===== src/rtl/rv32_pkg.sv =====
// RV32I opcode constants and instruction-format classification shared by the
// decoder, immediate generator and encode loader.
package rv32_pkg;

  localparam logic [6:0] OP_R      = 7'b0110011;
  localparam logic [6:0] OP_IMM    = 7'b0010011;
  localparam logic [6:0] OP_LOAD   = 7'b0000011;
  localparam logic [6:0] OP_JALR   = 7'b1100111;
  localparam logic [6:0] OP_SYSTEM = 7'b1110011;
  localparam logic [6:0] OP_STORE  = 7'b0100011;
  localparam logic [6:0] OP_BRANCH = 7'b1100011;
  localparam logic [6:0] OP_LUI    = 7'b0110111;
  localparam logic [6:0] OP_AUIPC  = 7'b0010111;
  localparam logic [6:0] OP_JAL    = 7'b1101111;

  typedef enum logic [2:0] {
    FMT_R,
    FMT_I,
    FMT_S,
    FMT_B,
    FMT_U,
    FMT_J,
    FMT_ILL
  } fmt_e;

  function automatic fmt_e opcode_fmt(input logic [6:0] op);
    case (op)
      OP_R:                                  return FMT_R;
      OP_IMM, OP_LOAD, OP_JALR, OP_SYSTEM:   return FMT_I;
      OP_STORE:                              return FMT_S;
      OP_BRANCH:                             return FMT_B;
      OP_LUI, OP_AUIPC:                      return FMT_U;
      OP_JAL:                                return FMT_J;
      default:                               return FMT_ILL;
    endcase
  endfunction

endpackage


===== src/rtl/instr_encode_loader_if.sv =====
// Field-bundle input handshake and IMEM write port of the encode loader.
interface instr_encode_loader_if #(
  parameter int ADDR_W = 12
);
  logic              in_valid;
  logic              in_ready;
  logic [6:0]        opcode;
  logic [4:0]        rd;
  logic [2:0]        funct3;
  logic [4:0]        rs1;
  logic [4:0]        rs2;
  logic [6:0]        funct7;
  logic [31:0]       immediate;
  logic              mem_we;
  logic [ADDR_W-1:0] mem_addr;
  logic [31:0]       mem_wdata;
  logic              mem_ready;

  modport master (
    output in_valid, opcode, rd, funct3, rs1, rs2, funct7, immediate, mem_ready,
    input  in_ready, mem_we, mem_addr, mem_wdata
  );

  modport slave (
    input  in_valid, opcode, rd, funct3, rs1, rs2, funct7, immediate, mem_ready,
    output in_ready, mem_we, mem_addr, mem_wdata
  );
endinterface


===== src/rtl/sync_fifo.sv =====
// Single-clock FIFO; a push on a full FIFO is accepted when a pop happens in
// the same cycle.
module sync_fifo #(
  parameter int WIDTH = 32,
  parameter int DEPTH = 4
) (
  input  logic                   clk,
  input  logic                   rst,
  input  logic                   push,
  input  logic                   pop,
  input  logic [WIDTH-1:0]       din,
  output logic [WIDTH-1:0]       dout,
  output logic                   full,
  output logic                   empty,
  output logic [$clog2(DEPTH):0] count
);
  localparam int AW = $clog2(DEPTH);

  logic [WIDTH-1:0] mem [DEPTH];
  logic [AW-1:0]    wp;
  logic [AW-1:0]    rp;
  logic             do_push;
  logic             do_pop;

  assign full    = (count == (AW+1)'(DEPTH));
  assign empty   = (count == '0);
  assign do_pop  = pop && !empty;
  assign do_push = push && (!full || pop);
  assign dout    = mem[rp];

  always_ff @(posedge clk or posedge rst) begin
    if (rst) begin
      for (int unsigned i = 0; i < DEPTH; i++) mem[i] <= '0;
      wp    <= '0;
      rp    <= '0;
      count <= '0;
    end else begin
      if (do_push) begin
        mem[wp] <= din;
        wp      <= wp + 1'b1;
      end
      if (do_pop) rp <= rp + 1'b1;
      if (do_push && !do_pop)      count <= count + 1'b1;
      else if (!do_push && do_pop) count <= count - 1'b1;
    end
  end
endmodule


===== src/rtl/instr_encode_loader.sv =====
// Packs RV32I field bundles into instruction words and streams them into IMEM
// from a programmable base address through a stage register and FIFO.
module instr_encode_loader
  import rv32_pkg::*;
#(
  parameter int FIFO_DEPTH = 4,
  parameter int ADDR_W     = 12,
  parameter int CNT_W      = 16
) (
  input  logic                 clk,
  input  logic                 rst,
  input  logic                 load_start,
  input  logic [ADDR_W-1:0]    base_addr,
  instr_encode_loader_if.slave bus,
  output logic                 err_illegal,
  output logic [7:0]           illegal_cnt,
  output logic [CNT_W-1:0]     written_cnt,
  output logic                 idle
);
  localparam int CW = $clog2(FIFO_DEPTH) + 1;

  function automatic logic [31:0] encode(
    input fmt_e        f,
    input logic [6:0]  op,
    input logic [4:0]  rd,
    input logic [2:0]  f3,
    input logic [4:0]  rs1,
    input logic [4:0]  rs2,
    input logic [6:0]  f7,
    input logic [31:0] imm
  );
    case (f)
      FMT_R:   return {f7, rs2, rs1, f3, rd, op};
      FMT_I:   return {imm[11:0], rs1, f3, rd, op};
      FMT_S:   return {imm[11:5], rs2, rs1, f3, imm[4:0], op};
      FMT_B:   return {imm[12], imm[10:5], rs2, rs1, f3, imm[4:1], imm[11], op};
      FMT_U:   return {imm[31:12], rd, op};
      FMT_J:   return {imm[20], imm[10:1], imm[11], imm[19:12], rd, op};
      default: return '0;
    endcase
  endfunction

  fmt_e              fmt;
  logic [31:0]       enc_word;
  logic              accept;
  logic              legal;
  logic              pop;
  logic              stage_valid;
  logic [31:0]       stage_word;
  logic [ADDR_W-1:0] wr_addr;
  logic [CW-1:0]     fifo_count;
  logic [CW:0]       occupancy;
  logic              fifo_full;
  logic              fifo_empty;
  logic [31:0]       fifo_head;

  always_comb begin
    fmt      = opcode_fmt(bus.opcode);
    enc_word = encode(fmt, bus.opcode, bus.rd, bus.funct3, bus.rs1, bus.rs2,
                      bus.funct7, bus.immediate);
  end

  // The stage register counts toward occupancy so a full FIFO can always take
  // the staged word on the following edge.
  assign occupancy    = {1'b0, fifo_count} + {{CW{1'b0}}, stage_valid};
  assign bus.in_ready = !fifo_full && (occupancy < (CW+1)'(FIFO_DEPTH));
  assign accept       = bus.in_valid && bus.in_ready;
  assign legal        = (fmt != FMT_ILL);
  assign bus.mem_we   = !fifo_empty;
  assign bus.mem_wdata = fifo_head;
  assign bus.mem_addr = wr_addr;
  assign pop          = bus.mem_we && bus.mem_ready;
  assign idle         = !stage_valid && fifo_empty;

  sync_fifo #(
    .WIDTH (32),
    .DEPTH (FIFO_DEPTH)
  ) u_fifo (
    .clk   (clk),
    .rst   (rst),
    .push  (stage_valid),
    .pop   (pop),
    .din   (stage_word),
    .dout  (fifo_head),
    .full  (fifo_full),
    .empty (fifo_empty),
    .count (fifo_count)
  );

  always_ff @(posedge clk or posedge rst) begin
    if (rst) begin
      stage_valid <= 1'b0;
      stage_word  <= '0;
      err_illegal <= 1'b0;
      illegal_cnt <= '0;
    end else begin
      stage_valid <= accept && legal;
      if (accept && legal) stage_word <= enc_word;
      err_illegal <= accept && !legal;
      if (accept && !legal && illegal_cnt != 8'hFF) illegal_cnt <= illegal_cnt + 8'd1;
    end
  end

  always_ff @(posedge clk or posedge rst) begin
    if (rst) begin
      wr_addr     <= '0;
      written_cnt <= '0;
    end else if (load_start && idle) begin
      wr_addr     <= {base_addr[ADDR_W-1:2], 2'b00};
      written_cnt <= '0;
    end else if (pop) begin
      wr_addr     <= wr_addr + ADDR_W'(4);
      written_cnt <= written_cnt + CNT_W'(1);
    end
  end
endmodule


===== src/flat_wrapper.sv =====
// flat-port wrapper written by rule: the top's interface ports become plain ports
module instr_encode_loader_flat import rv32_pkg::*;
#(
  parameter int FIFO_DEPTH = 4,
  parameter int ADDR_W     = 12,
  parameter int CNT_W      = 16
)
  (clk, rst, load_start, base_addr, err_illegal, illegal_cnt, written_cnt, idle, bus_in_valid, bus_opcode, bus_rd, bus_funct3, bus_rs1, bus_rs2, bus_funct7, bus_immediate, bus_mem_ready, bus_in_ready, bus_mem_we, bus_mem_addr, bus_mem_wdata);
  instr_encode_loader_if #(.ADDR_W(ADDR_W)) bus_i ();
  input  logic clk;
  input  logic rst;
  input  logic load_start;
  input  logic [ADDR_W-1:0] base_addr;
  output logic err_illegal;
  output logic [7:0] illegal_cnt;
  output logic [CNT_W-1:0] written_cnt;
  output logic idle;
  input wire logic [$bits(bus_i.in_valid)-1:0] bus_in_valid;
  input wire logic [$bits(bus_i.opcode)-1:0] bus_opcode;
  input wire logic [$bits(bus_i.rd)-1:0] bus_rd;
  input wire logic [$bits(bus_i.funct3)-1:0] bus_funct3;
  input wire logic [$bits(bus_i.rs1)-1:0] bus_rs1;
  input wire logic [$bits(bus_i.rs2)-1:0] bus_rs2;
  input wire logic [$bits(bus_i.funct7)-1:0] bus_funct7;
  input wire logic [$bits(bus_i.immediate)-1:0] bus_immediate;
  input wire logic [$bits(bus_i.mem_ready)-1:0] bus_mem_ready;
  output wire logic [$bits(bus_i.in_ready)-1:0] bus_in_ready;
  output wire logic [$bits(bus_i.mem_we)-1:0] bus_mem_we;
  output wire logic [$bits(bus_i.mem_addr)-1:0] bus_mem_addr;
  output wire logic [$bits(bus_i.mem_wdata)-1:0] bus_mem_wdata;
  assign bus_i.in_valid = bus_in_valid;
  assign bus_i.opcode = bus_opcode;
  assign bus_i.rd = bus_rd;
  assign bus_i.funct3 = bus_funct3;
  assign bus_i.rs1 = bus_rs1;
  assign bus_i.rs2 = bus_rs2;
  assign bus_i.funct7 = bus_funct7;
  assign bus_i.immediate = bus_immediate;
  assign bus_i.mem_ready = bus_mem_ready;
  assign bus_in_ready = bus_i.in_ready;
  assign bus_mem_we = bus_i.mem_we;
  assign bus_mem_addr = bus_i.mem_addr;
  assign bus_mem_wdata = bus_i.mem_wdata;
  instr_encode_loader #(.FIFO_DEPTH(FIFO_DEPTH), .ADDR_W(ADDR_W), .CNT_W(CNT_W)) u_core (.clk(clk), .rst(rst), .load_start(load_start), .base_addr(base_addr), .bus(bus_i), .err_illegal(err_illegal), .illegal_cnt(illegal_cnt), .written_cnt(written_cnt), .idle(idle));
endmodule

===== config.mk =====
export PLATFORM = sky130hd
export DESIGN_NAME = instr_encode_loader_flat
export DESIGN_NICKNAME = d
export VERILOG_FILES = /design/src/rtl/rv32_pkg.sv /design/src/rtl/instr_encode_loader_if.sv /design/src/rtl/sync_fifo.sv /design/src/rtl/instr_encode_loader.sv /design/src/flat_wrapper.sv
export SDC_FILE = /design/constraint.sdc
export NUM_CORES = 1
export LEC_CHECK = 0
export ABC_AREA = 0
export BUFFER_PORTS_ARGS = -buffer_cell sky130_fd_sc_hd__buf_2
export CAP_MARGIN = 0
export CORE_ASPECT_RATIO = 0.5
export CORE_MARGIN = 5
export CORE_UTILIZATION = 59
export CTS_BUF_LIST = sky130_fd_sc_hd__clkbuf_4
export CTS_CLUSTER_SIZE = 14
export DETAILED_ROUTE_END_ITERATION = 10
export PLACE_DENSITY = 0.81
export SLEW_MARGIN = 25
export SYNTH_ARGS = -nofsm -noshare
export SYNTH_HDL_FRONTEND = slang
export SYNTH_SLANG_ARGS = --single-unit
export TNS_END_PERCENT = 5

===== constraint.sdc =====
create_clock -name clk -period 7.7 [get_ports clk]
set_input_delay 1.155 -clock clk [delete_from_list [all_inputs] [get_ports clk]]
set_output_delay 1.155 -clock clk [all_outputs]
set_load 0.005 [all_outputs]

## Word level (Yosys, flattened, before mapping)

Cells that the tools add are included.

| cells by class | value |
|---|---|
| $add $sub $neg | 8 |
| $lt $le $gt $ge | 4 |
| muxes and demuxes | 14 |
| reductions and logical operators | 26 |
| equal/unequal tests | 18 |
| bitwise operators | 2 |

Operators with widths:

| operator | number |
|---|---|
| 32-bit case mux with 6 select lines | 1 |
| 128-bit bitwise mux | 1 |
| 32-bit 2-to-1 mux | 3 |
| 32-bit binary-select mux with 2-bit select | 1 |
| 32-bit demux with 2-bit select | 1 |
| 16-bit 2-to-1 mux | 2 |
| 7-bit equality test, second input constant | 4 |
| 12-bit 2-to-1 mux | 2 |
| 7-bit by 6-bit equality test with 1-bit output, second input constant | 3 |
| 3-bit case mux with 6 select lines | 1 |
| 16-bit by 1-bit adder with 16-bit output, second input constant | 1 |
| 7-bit by 5-bit equality test with 1-bit output, second input constant | 2 |
| 1-bit logical AND | 13 |
| 12-bit by 3-bit adder with 12-bit output, second input constant | 1 |
| 3-bit equality test, second input constant | 3 |
| 8-bit by 1-bit adder with 8-bit output, second input constant | 1 |
| 8-bit != test, second input constant | 1 |
| 7-bit by 2-bit equality test with 1-bit output, second input constant | 1 |
| 3-bit by 2-bit equality test with 1-bit output, second input constant | 2 |
| 3-bit greater-or-equal comparator, second input constant | 2 |
| 1-bit logical NOT | 6 |
| 3-bit logical NOT | 2 |
| 3-bit 2-to-1 mux | 2 |
| 2-bit NOT with 3-bit output | 2 |
| other kinds (12) | 14 |

| storage, ports and cells | value |
|---|---|
| word-level logic and storage cells | 85 |
| register bits after elaboration | 205 |
| bits of input ports | 81 |

## Logic depth before layout (Yosys ltp)

| depth | value |
|---|---|
| word-level depth | 9 |
| gate-level depth with buffers | 12 |
| mapped depth without buffers | 9 |

## Modules after synthesis

Synthesis repeated with hierarchy kept, for this count alone.

| second synthesis, totals | value |
|---|---|
| cell total of the unflattened synthesis | 731 |
| area, all modules | 9656.8 µm² |

By module, submodules not included:

| module | area each (µm²) | cells each | instances | sequential area each (µm²) |
|---|---|---|---|---|
| sync_fifo | 5977.0 | 348 | 1 | 3378.2 |
| instr_encode_loader | 3679.8 | 383 | 1 | 1701.6 |

## Worst setup path before layout

OpenSTA, ideal clock, no wires.

| timing path | value |
|---|---|
| path type | input-to-reg |
| start point | in bus_opcode[2] |
| end point | reg u_core.illegal_cnt[1] |
| cell stages on the path | 8 |
| setup slack | 4.458 ns |
| library setup time | 0.125 ns |
| arrival time | 3.117 ns |
| cell sequence | buf_2 and4bb_2 and2_1 inv_1 ha_1 o31ai_1 nor4_2 mux2_2 |

| between the ends | value |
|---|---|
| word-level cells in the longest chain between the ends | 7 |

RTL lines:

| element | RTL line | source |
|---|---|---|
| from (decl) | flat_wrapper.sv:19 | `input wire logic [$bits(bus_i.opcode)-1:0] bus_opcode;` |
| 7-bit by 5-bit equality test with 1-bit output, or another cell as far along | rv32_pkg.sv:27 | `case (op)` |
| 4-bit OR reduction or 2-bit OR reduction (tied branches) | rv32_pkg.sv:27 |  |
| 3-bit case mux with 6 select lines * | rv32_pkg.sv:27 |  |
| 3-bit != test * | instr_encode_loader.sv:68 | `assign legal = (fmt != FMT_ILL);` |
| 1-bit logical NOT * | instr_encode_loader.sv:100 | `if (accept && !legal && illegal_cnt != 8'hFF) illegal_cnt <= illegal_cnt + 8'd1;` |
| 1-bit logical AND * (2 in a row) | instr_encode_loader.sv:100 |  |
| to (signal assigned) | instr_encode_loader.sv:100 |  |
| to (decl) | instr_encode_loader.sv:16 | `output logic [7:0] illegal_cnt,` |

Mark *: on every way between the ends. The rest lies on a longest branch, timed or not.
A chain may end at the register's enable or synchronous reset.

## Worst setup path after layout

| timing path | value |
|---|---|
| start point | in bus_opcode[2] |
| end point | reg u_core.stage_word[27] |

| between the ends | value |
|---|---|
| word-level cells in the longest chain between the ends | 5 |

RTL lines:

| element | RTL line | source |
|---|---|---|
| 7-bit by 5-bit equality test with 1-bit output, or another cell as far along | rv32_pkg.sv:27 |  |
| 4-bit OR reduction or 2-bit OR reduction (tied branches) | rv32_pkg.sv:27 |  |
| 3-bit case mux with 6 select lines * | rv32_pkg.sv:27 |  |
| 3-bit equality test, or another cell as far along | instr_encode_loader.sv:32 | `case (f)` |
| 32-bit case mux with 6 select lines or 1-bit logical AND (tied branches) | instr_encode_loader.sv:32, instr_encode_loader.sv:98 |  |
| to (signal assigned) | instr_encode_loader.sv:98 | `if (accept && legal) stage_word <= enc_word;` |
| to (decl) | instr_encode_loader.sv:49 | `logic [31:0] stage_word;` |

Marks and branches as above.

==> impl_metrics.json <==
{
  "drtAntennaViolNets": 0,
  "path_delay_family": "simple AND/OR/NAND/NOR gates",
  "tns_ns": 0,
  "synthTopCellsByCount": "dfrtp_1 (203), mux2_2 (136), nand2_1 (56)",
  "start_kind": "input pin",
  "hold_violations": 0,
  "placedCellCount": 1034,
  "port_buffers": 148,
  "crit_buf_inv": 4,
  "place_hpwl_mm": 14.3,
  "cts_buffer_depth": 3,
  "grt_pass1_wl_mm": 35.9,
  "maxSlewHeadroom_pct": 41.9,
  "totalWireLength_mm": 21.7,
  "grt_max_degree": 124,
  "cts_setup_buffers": 0,
  "grt_pass1_vias": 6947,
  "synthArstFlopShare_pct": 100,
  "dpl_worst_slack_ns": 3.20,
  "antennaDiodeCount": 0,
  "r2r_slack_ns": 5.14,
  "clock_sinks": 203,
  "hp-class": "reg -> reg",
  "cts.clk_slew.worst_paths_ns": 0.07,
  "fp.dieW_um": 190,
  "antenna_found_initial": 0,
  "drive_gt1_share_pct": 46.3,
  "netlist-cell-type-count": 62,
  "crit_arrival_ns": 4.07,
  "synth_area_sq_um": 9530,
  "rsz0062_at_grt": "false",
  "utilization_pct": 70.4,
  "postSynthAreaPerCell_sq_um": 13.4,
  "crit_chain": "buf_2 > and4bb_2 > and2_1 > inv_1 > ha_1 > o31a_1 > a21o_1 > buf_4 > inv_1 > nand2b_2 > o21ai_0",
  "synth_top_flop_cell": "dfrtp_1",
  "numCtsBuffers": 47,
  "ys_seq_area_share_pct": 53.3,
  "clockRootBuffer": "clkbuf_4",
  "synthCells": 710,
  "synth_most_common_cell": "dfrtp_1",
  "p_leak_nw": 5.59,
  "fp.dieH_um": 99.9,
  "cts_resized": 0,
  "gp_congestion": 0.814,
  "avgViaCountPerCell": 5.88,
  "setup_viol": 0,
  "cpPeakStageDelay_ns": 0.48,
  "drv_cap": 0,
  "fin_skew_ns": 0.0236,
  "critPathMaxFanout": 40,
  "status": "finished clean",
  "yosysWarnings": 0,
  "synth_edf_count": 0,
  "synth_top_cell_area_share_pct": 53.3,
  "crit_top_cell": "inv_1",
  "power_density_nw_per_um2": 293,
  "criticalPathCategory": "in -> reg",
  "layout_setup_ws_ns": 4.15,
  "max_clock_freq_ghz": 0.282,
  "cts_hold_buf": 0,
  "min_period_over_period_pct": 46.1,
  "start_util_pct": 61.1,
  "cts_tree": "done",
  "drt-pass1-iter-count": 6,
  "final_nets": 970,
  "insertion_delay_ns": 0.63,
  "vias": 6550,
  "worst_pin_slew_ns": 0.872,
  "max-vdd-ir-drop_v": 0.000182,
  "ioPinCount": 153,
  "rows": 32,
  "critPathRequiredTime_ns": 8.22,
  "ys_ff_latch": 203,
  "min_period_ns": 3.55,
  "syn2layout_area_growth_pct": 15.3,
  "drt_iter0_markers": 368,
  "drcViolationCount": 0,
  "synth_top_area_cell": "dfrtp_1",
  "synth_area_leaders": "dfrtp_1 (53%), mux2_2 (16%), mux4_2 (7.6%)",
  "htree_num_levels": 2,
  "final_area_sq_um": 11000,
  "hold_slack_ns": 0.478,
  "cp-end-kind": "flip-flop",
  "grt-ovfl-total": 0,
  "slowest_stage": "and2_1",
  "dieArea_sq_um": 19000,
  "fin_cells": 1113,
  "fin_total_pwr_mw": 3.23,
  "core-area_sq_um": 15600,
  "wl_per_cell_um": 19.5,
  "drv_slew": 0,
  "grt_usage_pct": 23.7,
  "placed_area_sq_um": 10400
}
-- layer usage --
layer	share of wire, %	track usage, %
met4	1.0	5.22
met3	7.2	6.39
met1	45	33.3
met2	47	37.8
met5	0	0
-- worst reg2reg max path, delay by kind of cell (launching register included) --
kind,cells,cell delay (ns)
buffers and inverters,2,0.48
DFF,1,0.45
and+or+nand+nor,2,0.56
AOI/OAI and AO/OA,3,0.98
-- report_power, final --
group / total (mW) / switching [mW] / internal, mW
clock: 0.837 / 0.416 / 0.422
sequential: 1.56 / 0.233 / 1.33
combinational: 0.824 / 0.388 / 0.436
total: 3.23 / 1.04 / 2.19
-- sequential cells by signal, indices dropped and copies added, names as in the netlist --
signal / cells
u_core.bus.mem_addr: 10
u_core.err_illegal: 1
u_core.illegal_cnt: 8
u_core.stage_valid: 1
u_core.stage_word: 32
u_core.u_fifo.count: 3
u_core.u_fifo.mem: 128
u_core.u_fifo.rp: 2
u_core.u_fifo.wp: 2
u_core.written_cnt: 16
-- final cells by class --
| type | instances | area [sq um] |
|---|---|---|
| sequential | 203 | 5080 |
| fill | 1127 | 4620 |
| multi-input combinational | 457 | 4220 |
| timing repair buffer | 156 | 805 |
| clock buffer | 72 | 541 |
| tap | 204 | 255 |
| inverter | 14 | 62.6 |
| clock inverter | 7 | 27.5 |
-- worst paths after layout --
check	depth (start not counted)	endpoint	from
worst max-delay path	11	u_core.stage_word[27]	bus_opcode[2]
worst min-delay path	1	u_core.written_cnt[15]	u_core.written_cnt[15]
worst max register to register	7	u_core.stage_word[27]	u_core.u_fifo.count[1]
worst min register to register	1	u_core.written_cnt[15]	u_core.written_cnt[15]
max in group asynchronous	3	u_core.u_fifo.mem[125]	rst
min in group asynchronous	2	u_core.written_cnt[8]	rst
-- layout by cell type (no fill, tap or decap), types with 6 or more instances in the layout --
cell        n
nor3_1      7
nand2_1    56
nand3_1    12
buf_2     148
and3_1      6
nor2_1     21
o21ai_0    20
mux2i_1    24
a22o_1      8
xor2_1      7
xnor2_1    18
ha_1        9
inv_1      12
dfrtp_1   202
clkinv_1    6
mux2_2    136
o21ai_2     8
nand4_1    10
clkbuf_4   72
buf_4       7
mux4_2     32
a21oi_1     8
-- cells by family (layout without fill, tap and decap cells) --
family / after synthesis / count (layout) / synth area share, %
AO/OA/AOI/OAI: 79 / 79 / 6.06
XOR/XNOR: 25 / 25 / 2.30
adder cells (fa/ha/maj): 10 / 10 / 1.39
buffers and inverters: 51 / 249 / 2.55
flip-flops: 203 / 203 / 53.3
multiplexers: 192 / 192 / 26.1
other: 1 / 2 / 0.0393
AND/OR/NAND/NOR: 149 / 149 / 8.24
Note: power is estimated with default switching activity, not from simulation.
